### src/rtl/mvu_pkg.sv
// Shared MVU definitions: data-bank/length widths and the data-load FSM state type.
package mvu_pkg;

  localparam int BDBANKA = 15;
  localparam int BLENGTH = 15;

  typedef enum logic [1:0] {
    IDLE  = 2'd0,
    RUN   = 2'd1,
    DRAIN = 2'd2,
    FIN   = 2'd3
  } dload_state_e;

endpackage

### src/rtl/mvu_dload.sv
// Stream-to-data-bank loader: accepts a burst of stream words and writes them
// to the MVU data bank at base + k*stride through a single-register output stage.
module mvu_dload #(
  parameter int N       = 64,
  parameter int BDBANKA = mvu_pkg::BDBANKA,
  parameter int BLENGTH = mvu_pkg::BLENGTH
) (
  input  logic               clk,
  input  logic               rst,
  input  logic               cfg_start,
  input  logic [BDBANKA-1:0] cfg_baseaddr,
  input  logic [BDBANKA-1:0] cfg_stride,
  input  logic [BLENGTH-1:0] cfg_length,
  input  logic               cfg_abort,
  input  logic               s_valid,
  output logic               s_ready,
  input  logic [N-1:0]       s_data,
  output logic               wrc_en,
  input  logic               wrc_grnt,
  output logic [BDBANKA-1:0] wrc_addr,
  output logic [N-1:0]       wrc_word,
  output logic               busy,
  output logic               done,
  output logic               err,
  output logic [BLENGTH-1:0] wcount
);
  import mvu_pkg::*;

  dload_state_e       state_q;
  logic [BDBANKA-1:0] stride_q;
  logic [BDBANKA-1:0] next_addr_q;
  logic [BDBANKA-1:0] wrc_addr_q;
  logic [N-1:0]       wrc_word_q;
  logic [BLENGTH-1:0] len_q;
  logic [BLENGTH-1:0] acc_q;
  logic [BLENGTH-1:0] wcount_q;
  logic               wrc_en_q;
  logic               busy_q;
  logic               done_q;
  logic               err_q;

  logic accept;
  logic granted;
  logic last_beat;
  logic aborting;

  // The output register may take a new beat whenever it is empty or draining this cycle.
  assign s_ready   = (state_q == RUN) && (!wrc_en_q || wrc_grnt);
  assign accept    = s_valid && s_ready;
  assign granted   = wrc_en_q && wrc_grnt;
  assign last_beat = accept && (acc_q == len_q - BLENGTH'(1));
  assign aborting  = cfg_abort && ((state_q == RUN) || (state_q == DRAIN));

  always_ff @(posedge clk) begin
    if (rst) begin
      state_q     <= IDLE;
      stride_q    <= '0;
      next_addr_q <= '0;
      wrc_addr_q  <= '0;
      wrc_word_q  <= '0;
      len_q       <= '0;
      acc_q       <= '0;
      wcount_q    <= '0;
      wrc_en_q    <= 1'b0;
      busy_q      <= 1'b0;
      done_q      <= 1'b0;
      err_q       <= 1'b0;
    end else begin
      done_q <= 1'b0;
      err_q  <= (cfg_start && (state_q != IDLE));

      if (granted && (wcount_q != '1)) wcount_q <= wcount_q + BLENGTH'(1);

      // Address accumulates by stride per accepted beat; wrap-around is modular.
      if (accept) begin
        wrc_en_q    <= 1'b1;
        wrc_addr_q  <= next_addr_q;
        wrc_word_q  <= s_data;
        next_addr_q <= next_addr_q + stride_q;
        acc_q       <= acc_q + BLENGTH'(1);
      end else if (granted) begin
        wrc_en_q <= 1'b0;
      end

      case (state_q)
        IDLE: begin
          if (cfg_start) begin
            stride_q    <= cfg_stride;
            len_q       <= cfg_length;
            next_addr_q <= cfg_baseaddr;
            acc_q       <= '0;
            wcount_q    <= '0;
            if (cfg_length != '0) begin
              state_q <= RUN;
              busy_q  <= 1'b1;
            end else begin
              state_q <= FIN;
              done_q  <= 1'b1;
            end
          end
        end
        RUN: begin
          if (last_beat) state_q <= DRAIN;
        end
        DRAIN: begin
          if (granted) begin
            state_q <= FIN;
            busy_q  <= 1'b0;
            done_q  <= 1'b1;
          end
        end
        FIN:     state_q <= IDLE;
        default: state_q <= IDLE;
      endcase

      // Abort overrides the normal flow; a grant in the same cycle still counted above.
      if (aborting) begin
        state_q  <= FIN;
        busy_q   <= 1'b0;
        done_q   <= 1'b1;
        wrc_en_q <= 1'b0;
      end
    end
  end

  assign wrc_en   = wrc_en_q;
  assign wrc_addr = wrc_addr_q;
  assign wrc_word = wrc_word_q;
  assign busy     = busy_q;
  assign done     = done_q;
  assign err      = err_q;
  assign wcount   = wcount_q;

endmodule

### config.mk
export PLATFORM = sky130hd
export DESIGN_NAME = mvu_dload
export DESIGN_NICKNAME = d
export VERILOG_FILES = /design/src/rtl/mvu_pkg.sv /design/src/rtl/mvu_dload.sv
export SDC_FILE = /design/constraint.sdc
export NUM_CORES = 1
export LEC_CHECK = 0
export BUFFER_PORTS_ARGS = -buffer_cell sky130_fd_sc_hd__buf_2
export CORE_ASPECT_RATIO = 1.4
export CORE_MARGIN = 1
export CORE_UTILIZATION = 40
export CTS_CLUSTER_DIAMETER = 200
export DETAILED_ROUTE_END_ITERATION = 10
export PLACE_DENSITY_LB_ADDON = 0.12
export SYNTH_ARGS = -nofsm -noshare
export SYNTH_HDL_FRONTEND = slang
export SYNTH_SLANG_ARGS = --single-unit
export TNS_END_PERCENT = 5
### constraint.sdc
create_clock -name clk -period 3 [get_ports clk]
set_input_delay 0.3 -clock clk [delete_from_list [all_inputs] [get_ports clk]]
set_output_delay 0.3 -clock clk [all_outputs]
set_load 0.02 [all_outputs]
==> reports/qor.txt, run 1 <==
Routed WL - 19,100 microns
DRT Pass-1 Iters - 4
number of vias per cell - 4.98
Final Setup Violations - 0
initial antenna violation count - 0
RSZ-0062 raised after global routing - no
Rows - 57
Inserted Clock Buffers - 17
syn_nets - 1,038
die area - 0.0182 sq mm
PD cells - 798 mW/mm^2
Area contributors post-synth - dfxtp_1 45%, nand2_1 14%, a21oi_1 9.4%
clock share of power - 32.2%
Fillers - 1,805
Final nets - 1,227
Seq/Total Area, Yosys - 45.3%
GRT Util Overall - 21.5%
Cell Area, Synth - 0.00706 sq mm
required time worst endpoint - 3.29 ns
vias in the first global route - 6,265
Detailed Route Iter0 Violations - 338
synthesized instance count - 902
Crit path largest cell delay - 0.50 ns
area leader, netlist - dfxtp_1
largest net degree at the start of global routing - 96
CTS sink count - 160
Die Y - 159 microns
global-route wire length before repair - 30,700 microns
worst-margin pin slew - 0.716 ns
Remaining DRCs - 0
fin crit share - 90.5%
H-tree Lvls - 4
clock latency on the worst-skew pair - 0.43 ns
Hold Vio Cnt, Final - 0
Pleak - 3.78 nW
Max Root-Sink Buffers - 2
Clk pin slew, worst setup/hold paths - 0.07 ns
IO Port Bufs - 213
Sw Ratio - 34.5%
Period minus WS final - 2.71 ns
net switching power - 2.47 mW
worst hold path type - in -> reg
# Post-CTS Setup Buffers - 0
crit start category - flop
# diodes - 0
critical path type - reg -> reg
setup TNS - 0 ns
dpl hpwl - 13,500 microns
Initial Utilization - 40.8%
ANT nets after route - 0
Pins Over Slew Limit - 0
main flop type after synthesis - dfxtp_1
crit path DAT - 3.00 ns
EDFF count, synth - 0
DIE WIDTH - 114 microns
Seq pwr share - 37.3%
number of primary I/O pins - 214
vias - 6,677
Cell Int Power - 4.68 mW
relative slew slack - 52.3%
worst hold slack - 0.103 ns
Max Cap Viol - 0
total grt overflow - 0
Root Driver - clkbuf_16
Synth top area share - 45.3%
maximum vdd drop - 357 uV
#FFs+latches synth - 160
Synth Area per Inst - 7.83 sq um
fraction of layout cells with a size suffix above 1 - 23.9%
WL/cell - 14.3 microns
Clock Skew - 0.0113 ns
fraction of registers with async set/reset - 0%
Synth-to-Final Area Change - 26.9%
CP Cell Sequence - inv_1 > ha_2 > or3b_2 > o211a_1 > o21ai_1 > a22oi_1 > nor4_1 > a31oi_1 > a2111oi_2 > a311oi_1
Crit-path slowest cell - or3b_2
Peak Freq - 368 MHz
CTS tree - yes
combinational power share - 30.5%
final RePlAce weighted congestion - 0.829
outcome - completed
post-synth cell types - 56
Setup crit end kind - flop
Synth Warn # - 0
Critical Path Fanout Max - 6
Core Area - 0.0173 sq mm
most numerous cell in the Yosys netlist - nand2_1
most instantiated cells after synthesis - 255 x nand2_1, 160 x dfxtp_1, 132 x a21oi_1, 58 x nor2_1, 49 x clkbuf_1
[registers in the layout (all words and copies together), names as in the netlist]
signal	flops
wrc_en	1
stride_q	15
next_addr_q	15
len_q	15
wcount	15
done	1
state_q	2
err	1
wrc_word	64
wrc_addr	15
acc_q	15
busy	1
[layout by cell type (no fill, tap or decap), types with 4 or more instances in the layout]
master and n:
o21ai_0 9, o21ai_1 8, a211oi_1 7, or3_1 10, a31oi_1 10, dfxtp_1 160
nor4_1 6, a21o_1 5, clkbuf_8 4, nand3_1 19, nand2_1 254, buf_4 8
a311oi_1 7, xor2_1 23, ha_1 19, xnor2_1 26, nor3_1 16, clkbuf_16 17
a21oi_1 132, and3_1 6, and2_1 5, inv_1 13, nor2_1 58, buf_2 212
nand4_1 8
[area by class of cell]
cell class,count,area [sq um],share of cell area (%)
Timing Repair Buffer,221,1140,12.7
Multi-Input combinational cell,677,3640,40.6
Clock buffer,22,484,5.40
Tap cell,236,295,3.29
Clock inverter,10,149,1.66
Sequential cell,160,3200,35.7
Inverter,14,52.6,0.586
[power groups by stage]
stage	logic (mW)	clock network (mW)	registers, mW
global placement	2.18	0	2.71
detailed placement	2.20	0	2.72
CTS	2.21	2.35	2.67
global route	2.43	2.45	2.71
floorplan	1.41	0	2.86
finish	2.18	2.30	2.67
[through the flow]
stage / power [mW] / utilization (%) / setup WS, ns / instances / instance area, sq um
floorplan: 4.27 / - / 0.522 / 902 / 7060
global placement: 4.89 / 48.1 / 0.333 / 1308 / 8330
detailed placement: 4.92 / 48.1 / 0.273 / 1308 / 8330
CTS: 7.23 / 51.7 / 0.247 / 1340 / 8960
global route: 7.59 / 51.7 / 0.0299 / 1340 / 8960
finish: 7.15 / 51.7 / 0.285 / 1340 / 8960
[layer usage]
metal | global-route usage (%) | up-vias | wire length [microns]
met4 | 8.38 | 0 | 465
li1 | - | 3444 | -
met3 | 4.99 | 31 | 602
met1 | 24.0 | 3074 | 7910
met5 | 0 | - | 0
met2 | 38.8 | 128 | 10100
[worst paths after layout]
check / startpoint / endpoint / slack, ns / cells after the start
hold reg to reg: wrc_word[31]$_SDFFE_PP0P_ / wrc_word[31]$_SDFFE_PP0P_ / 0.45 / 2
setup reg to reg: len_q[0]$_SDFFE_PP0P_ / state_q[0]$_SDFFE_PP0P_ / 0.29 / 10
hold / removal: s_data[54] / wrc_word[54]$_SDFFE_PP0P_ / 0.10 / 3
setup / recovery: len_q[0]$_SDFFE_PP0P_ / state_q[0]$_SDFFE_PP0P_ / 0.29 / 10
[cell families (layout without fill, tap and decap cells)]
family,count (synthesis),in the layout,synth area share (%)
flops,160,160,45.3
simple gates,402,402,24.3
fa+ha+maj,22,22,3.97
compound gates,202,202,16.5
xor+xnor,49,49,6.08
mux,2,2,0.301
buf+inv,65,267,3.45
[worst max-delay path: cells and delay by family (launching register included)]
family | cells | cell delay (ns)
compound gates | 6 | 1.13
simple gates | 2 | 0.78
flops | 1 | 0.36
fa+ha+maj | 1 | 0.23
buf+inv | 1 | 0.08
[timing repair]
item                                    4_1_cts  5_1_grt
resized for setup                             0        1
endpoints found under the setup margin        0        1
hold buffers                                  0        0
No activity file was read; power rests on OpenSTA's default activity.
==> run 2: changes to the inputs <==
--- a/config.mk
+++ b/config.mk
@@ -8,10 +8,11 @@
 export BUFFER_PORTS_ARGS = -buffer_cell sky130_fd_sc_hd__buf_2
 export CORE_ASPECT_RATIO = 1.4
 export CORE_MARGIN = 1
-export CORE_UTILIZATION = 40
+export CORE_UTILIZATION = 52
 export CTS_CLUSTER_DIAMETER = 200
 export DETAILED_ROUTE_END_ITERATION = 10
-export PLACE_DENSITY_LB_ADDON = 0.12
+export PLACE_DENSITY = 0.86
+export REMOVE_ABC_BUFFERS = 1
 export SYNTH_ARGS = -nofsm -noshare
 export SYNTH_HDL_FRONTEND = slang
 export SYNTH_SLANG_ARGS = --single-unit
==> reports/qor.txt, run 2 (synthesis results as in run 1) <==
outcome - completed
Synth-to-Final Area Change - 25.1%
Max Cap Viol - 0 (unchanged)
vias in the first global route - 6,498 (+3.7%)
Core Area - 0.0133 sq mm (-23%)
Resize count post-CTS - 0 (unchanged)
Max Root-Sink Buffers - 2 (unchanged)
Detailed Route Iter0 Violations - 275 (-19%)
Setup WS post-layout - 0.248 ns (-0.0371 ns)
Remaining DRCs - 0 (unchanged)
# diodes - 0 (unchanged)
most frequent cells in the layout - 254 x nand2_1, 212 x buf_2, 160 x dfxtp_1, 132 x a21oi_1, 58 x nor2_1
H-tree Lvls - 4 (unchanged)
total grt overflow - 0 (unchanged)
Root Driver - clkbuf_16
fraction of layout cells with a size suffix above 1 - 23.9% (unchanged)
Pins Over Slew Limit - 0 (unchanged)
DRT Pass-1 Iters - 4 (unchanged)
Fillers - 1,165 (-35%)
initial antenna violation count - 0 (unchanged)
Period minus WS final - 2.75 ns (+0.0371 ns)
Clk pin slew, worst setup/hold paths - 0.07 ns (about the same)
Cell Count, Final, Fillers Out - 1,286 (-4.0%)
WL/cell - 14.4 microns (+0.92%)
number of vias per cell - 5.36 (+7.6%)
GRT Util Overall - 26.5% (+5.0 points)
Final nets - 1,228 (+0.081%)
Rows - 50 (-12%)
number of flip-flops in the largest register - 64 (unchanged)
critical path type - reg -> reg
Post-Place Worst Slack - 0.278 ns (+0.00478 ns)
PD cells - 792 mW/mm^2 (-0.68%)
die area - 0.0141 sq mm (-23%)
CTS tree - yes
Routed WL - 18,500 microns (-3.1%)
ANT nets after route - 0 (unchanged)
Final Setup Violations - 0 (unchanged)
crit path DAT - 3.04 ns (+0.04 ns)
Clock Skew - 0.0103 ns (-0.00108 ns)
DIE WIDTH - 101 microns (-12%)
required time worst endpoint - 3.29 ns (about the same)
crit start category - flop
vias - 6,894 (+3.2%)
dpl hpwl - 12,800 microns (-4.9%)
worst hold path type - in -> reg
largest net degree at the start of global routing - 69 (-28%)
CTS sink count - 160 (unchanged)
global-route wire length before repair - 29,800 microns (-3.1%)
Hold-fix buffers, CTS - 0 (unchanged)
Hold Vio Cnt, Final - 0 (unchanged)
# Post-CTS Setup Buffers - 0 (unchanged)
Critical Path Fanout Max - 6 (unchanged)
fin crit share - 91.7% (+1.2 points)
relative slew slack - 48.0% (-4.3 points)
clock latency on the worst-skew pair - 0.43 ns (about the same)
Pleak - 3.76 nW (-0.39%)
Peak Freq - 363 MHz (-1.3%)
final RePlAce weighted congestion - 0.856 (+3.3%)
Setup crit end kind - flop
Tot Pwr - 7.00 mW (-2.1%)
IO Port Bufs - 213 (unchanged)
most common cell after layout, fill and taps aside - nand2_1
maximum vdd drop - 521 uV (+46%)
Placed Cells incl. Taps - 1,255 (-4.1%)
Initial Utilization - 53.0% (+12 points)
number of primary I/O pins - 214 (unchanged)
Die Y - 140 microns (-12%)
Inserted Clock Buffers - 17 (unchanged)
worst-margin pin slew - 0.761 ns (+0.0447 ns)
RSZ-0062 raised after global routing - no
## run 2: worst max-delay path, cell delays in order (launching register included)
cell and delay, ns:
dfxtp_1 0.36, inv_1 0.08, ha_1 0.27, or3b_2 0.51
o211a_1 0.22, o21ai_1 0.13, a22oi_1 0.10, nor4_1 0.29
a31oi_1 0.19, a2111oi_2 0.36, a311oi_1 0.09
## run 2: cell type report
class | count | area [sq um] | share of cell area (%)
Timing Repair Buffer | 222 | 1140 | 12.9
Multi-Input combinational cell | 677 | 3630 | 41.1
Clock buffer | 17 | 425 | 4.82
Clock inverter | 14 | 156 | 1.77
Inverter | 14 | 52.6 | 0.595
Sequential cell | 160 | 3200 | 36.3
Tap cell | 182 | 228 | 2.58
## run 2: report_power, final
group / switching [mW] / total [mW] / internal [mW]
Sequential: 0.227 / 2.67 / 2.44
Clock: 0.909 / 2.14 / 1.23
Combinational: 1.36 / 2.19 / 0.824
Total: 2.50 / 7.00 / 4.50
## run 2: routing by layer
layer	up-vias	GRT usage, %	wire length, microns	part of all wire (%)
met2	206	45.9	9500	51
met1	3199	30.5	7420	40
met4	0	12.1	634	3.4
met5	-	0	0	0
li1	3432	-	-	-
met3	57	6.64	946	5.1
## run 2: final timing paths
| check | slack [ns] | startpoint | cells past startpoint | endpoint |
|---|---|---|---|---|
| setup / recovery | 0.25 | len_q[0]$_SDFFE_PP0P_ | 10 | state_q[0]$_SDFFE_PP0P_ |
| hold / removal | 0.1 | s_data[48] | 3 | wrc_word[48]$_SDFFE_PP0P_ |
| setup reg to reg | 0.25 | len_q[0]$_SDFFE_PP0P_ | 10 | state_q[0]$_SDFFE_PP0P_ |
| hold reg to reg | 0.45 | wrc_word[32]$_SDFFE_PP0P_ | 2 | wrc_word[32]$_SDFFE_PP0P_ |
## run 2: metrics by stage
step / TNS, ns / util [%] / hold WS [ns] / instance area [sq um]
finish: 0 / 66.3 / 0.0997 / 8830
detailed placement: 0 / 61.9 / 0.443 / 8250
global route: 0 / 66.3 / 0.0878 / 8830
CTS: 0 / 66.3 / 0.0900 / 8830
global placement: 0 / 61.9 / 0.438 / 8250
floorplan: -6.18 / - / 0.369 / 6870
==> run 3: changes to the inputs <==
--- a/config.mk
+++ b/config.mk
@@ -11,7 +11,8 @@
 export CORE_UTILIZATION = 52
 export CTS_CLUSTER_DIAMETER = 200
 export DETAILED_ROUTE_END_ITERATION = 10
-export PLACE_DENSITY = 0.86
+export PLACE_DENSITY_LB_ADDON = 0.2
+export RECOVER_POWER = 100
 export REMOVE_ABC_BUFFERS = 1
 export SYNTH_ARGS = -nofsm -noshare
 export SYNTH_HDL_FRONTEND = slang
==> constraint.sdc (replaced) <==
create_clock -name clk -period 3 [get_ports clk]
set_input_delay 0.3 -clock clk [delete_from_list [all_inputs] [get_ports clk]]
set_output_delay 0.3 -clock clk [all_outputs]
set_load 0.01 [all_outputs]
==> reports/qor.txt, run 3 (synthesis results as in run 1) <==
DIE WIDTH - 101 microns (unchanged)
fraction of layout cells with a size suffix above 1 - 14.6% (-9.3 points)
Final Setup Violations - 0 (unchanged)
vias in the first global route - 6,240 (-4.0%)
crit start category - flop
number of flip-flops in the largest register - 64 (unchanged)
relative slew slack - 29.9% (-18 points)
final RePlAce weighted congestion - 0.929 (+8.5%)
maximum vdd drop - 405 uV (-22%)
PD cells - 789 mW/mm^2 (-0.40%)
ANT nets after route - 0 (unchanged)
IO Port Bufs - 213 (unchanged)
Clock Skew - 0.00918 ns (-0.00108 ns)
RSZ-0062 raised after global routing - no
Clk pin slew, worst setup/hold paths - 0.07 ns (about the same)
Critical Path Fanout Max - 54 (+48)
CTS tree - yes
number of vias per cell - 5.24 (-2.3%)
GRT Util Overall - 26.1% (-0.39 points)
WL/cell - 14.3 microns (-0.68%)
global-route wire length before repair - 29,600 microns (-0.86%)
most frequent cells in the layout - 255 x nand2_1, 160 x dfxtp_1, 132 x a21oi_1, 113 x buf_2, 101 x clkbuf_1
# Post-CTS Setup Buffers - 0 (unchanged)
Pleak - 3.35 nW (-11%)
Die Y - 140 microns (unchanged)
die area - 0.0141 sq mm (unchanged)
dpl hpwl - 12,600 microns (-1.9%)
Fillers - 1,307 (+12%)
Inserted Clock Buffers - 17 (unchanged)
total grt overflow - 0 (unchanged)
CTS sink count - 160 (unchanged)
Hold Vio Cnt, Final - 0 (unchanged)
Hold-fix buffers, CTS - 0 (unchanged)
Setup WS post-layout - 0.303 ns (+0.0547 ns)
fin crit share - 89.9% (-1.8 points)
Root Driver - clkbuf_16
Resize count post-CTS - 0 (unchanged)
worst hold slack - 0.112 ns (+0.0119 ns)
Detailed Route Iter0 Violations - 300 (+9.1%)
Final nets - 1,228 (unchanged)
cell area after layout - 0.00872 sq mm (-1.3%)
DRT Pass-1 Iters - 4 (unchanged)
# diodes - 0 (unchanged)
Remaining DRCs - 0 (unchanged)
clock latency on the worst-skew pair - 0.41 ns (-0.02 ns)
Core Area - 0.0133 sq mm (unchanged)
Routed WL - 18,400 microns (-0.60%)
Tot Pwr - 6.88 mW (-1.7%)
Period minus WS final - 2.70 ns (-0.0547 ns)
crit path DAT - 3.04 ns (about the same)
Initial Utilization - 53.0% (unchanged)
Max Root-Sink Buffers - 2 (unchanged)
initial antenna violation count - 0 (unchanged)
Post-DP Area - 0.00827 sq mm (+0.20%)
number of primary I/O pins - 214 (unchanged)
critical path type - reg -> reg
Setup crit end kind - flop
Pins Over Slew Limit - 0 (unchanged)
vias - 6,744 (-2.2%)
setup TNS - 0 ns (unchanged)
Post-Place Worst Slack - 0.427 ns (+0.149 ns)
Rows - 50 (unchanged)
required time worst endpoint - 3.34 ns (+0.05 ns)
Max Cap Viol - 0 (unchanged)
H-tree Lvls - 4 (unchanged)
Peak Freq - 371 MHz (+2.0%)
outcome - completed
Synth-to-Final Area Change - 23.4%
worst-margin pin slew - 1.05 ns (+0.290 ns)
worst hold path type - in -> reg
largest net degree at the start of global routing - 131 (+90%)
most common cell after layout, fill and taps aside - nand2_1
[run 3: cell types whose count changed in the layout (fill, tap and decap cells not counted), moves of 2 or more]
| cell | before | now |
|---|---|---|
| o21ai_0 | 9 | 11 |
| clkbuf_1 | 0 | 101 |
| buf_4 | 10 | 4 |
| clkbuf_2 | 0 | 3 |
| inv_8 | 0 | 3 |
| buf_2 | 212 | 113 |
| o21ai_1 | 8 | 6 |
[run 3: per-layer routing]
| metal | up-vias | wire (microns) | global-route usage (%) |
|---|---|---|---|
| met2 | 177 | 9330 | 44.9 |
| met3 | 32 | 799 | 5.44 |
| met5 | - | 0 | 0 |
| li1 | 3439 | - | - |
| met1 | 3096 | 7910 | 32.1 |
| met4 | 0 | 357 | 9.08 |
[run 3: final timing paths]
check	startpoint	to	slack (ns)	cells past startpoint
hold reg to reg	wrc_addr[0]$_SDFFE_PP0P_	wrc_addr[0]$_SDFFE_PP0P_	0.45	2
setup / recovery	state_q[1]$_SDFFE_PP0P_	wrc_word[16]$_SDFFE_PP0P_	0.30	7
setup reg to reg	state_q[1]$_SDFFE_PP0P_	wrc_word[16]$_SDFFE_PP0P_	0.30	7
hold / removal	s_data[48]	wrc_word[48]$_SDFFE_PP0P_	0.11	3
[run 3: worst max-delay path, stage by stage (launching register included)]
cell      delay (ns)
dfxtp_1         0.36
inv_1           0.07
ha_1            0.26
nand3_4         0.09
clkbuf_2        0.76
clkbuf_4        0.72
nand2_1         0.14
a21oi_1         0.18
[run 3: power by group]
part	switching, mW	total (mW)	internal, mW
logic	1.23	2.00	0.772
clock network	0.952	2.21	1.26
registers	0.224	2.66	2.44
[run 3: per-stage QoR]
stage | cells | utilization, %
4_1_cts | 1287 | 66.5
6_report | 1287 | 65.4
5_1_grt | 1287 | 65.4
3_5_place_dp | 1255 | 62.0
3_3_place_gp | 1255 | 62.0
2_1_floorplan | 851 | -
[run 3: area by class of cell]
type | count | area, sq um | area share [%]
multi-input combinational | 677 | 3620 | 41.6
sequential | 160 | 3200 | 36.7
inverter | 14 | 52.6 | 0.603
timing repair buffer | 222 | 1010 | 11.6
clock inverter | 14 | 169 | 1.94
tap | 182 | 228 | 2.61
clock buffer | 18 | 429 | 4.92
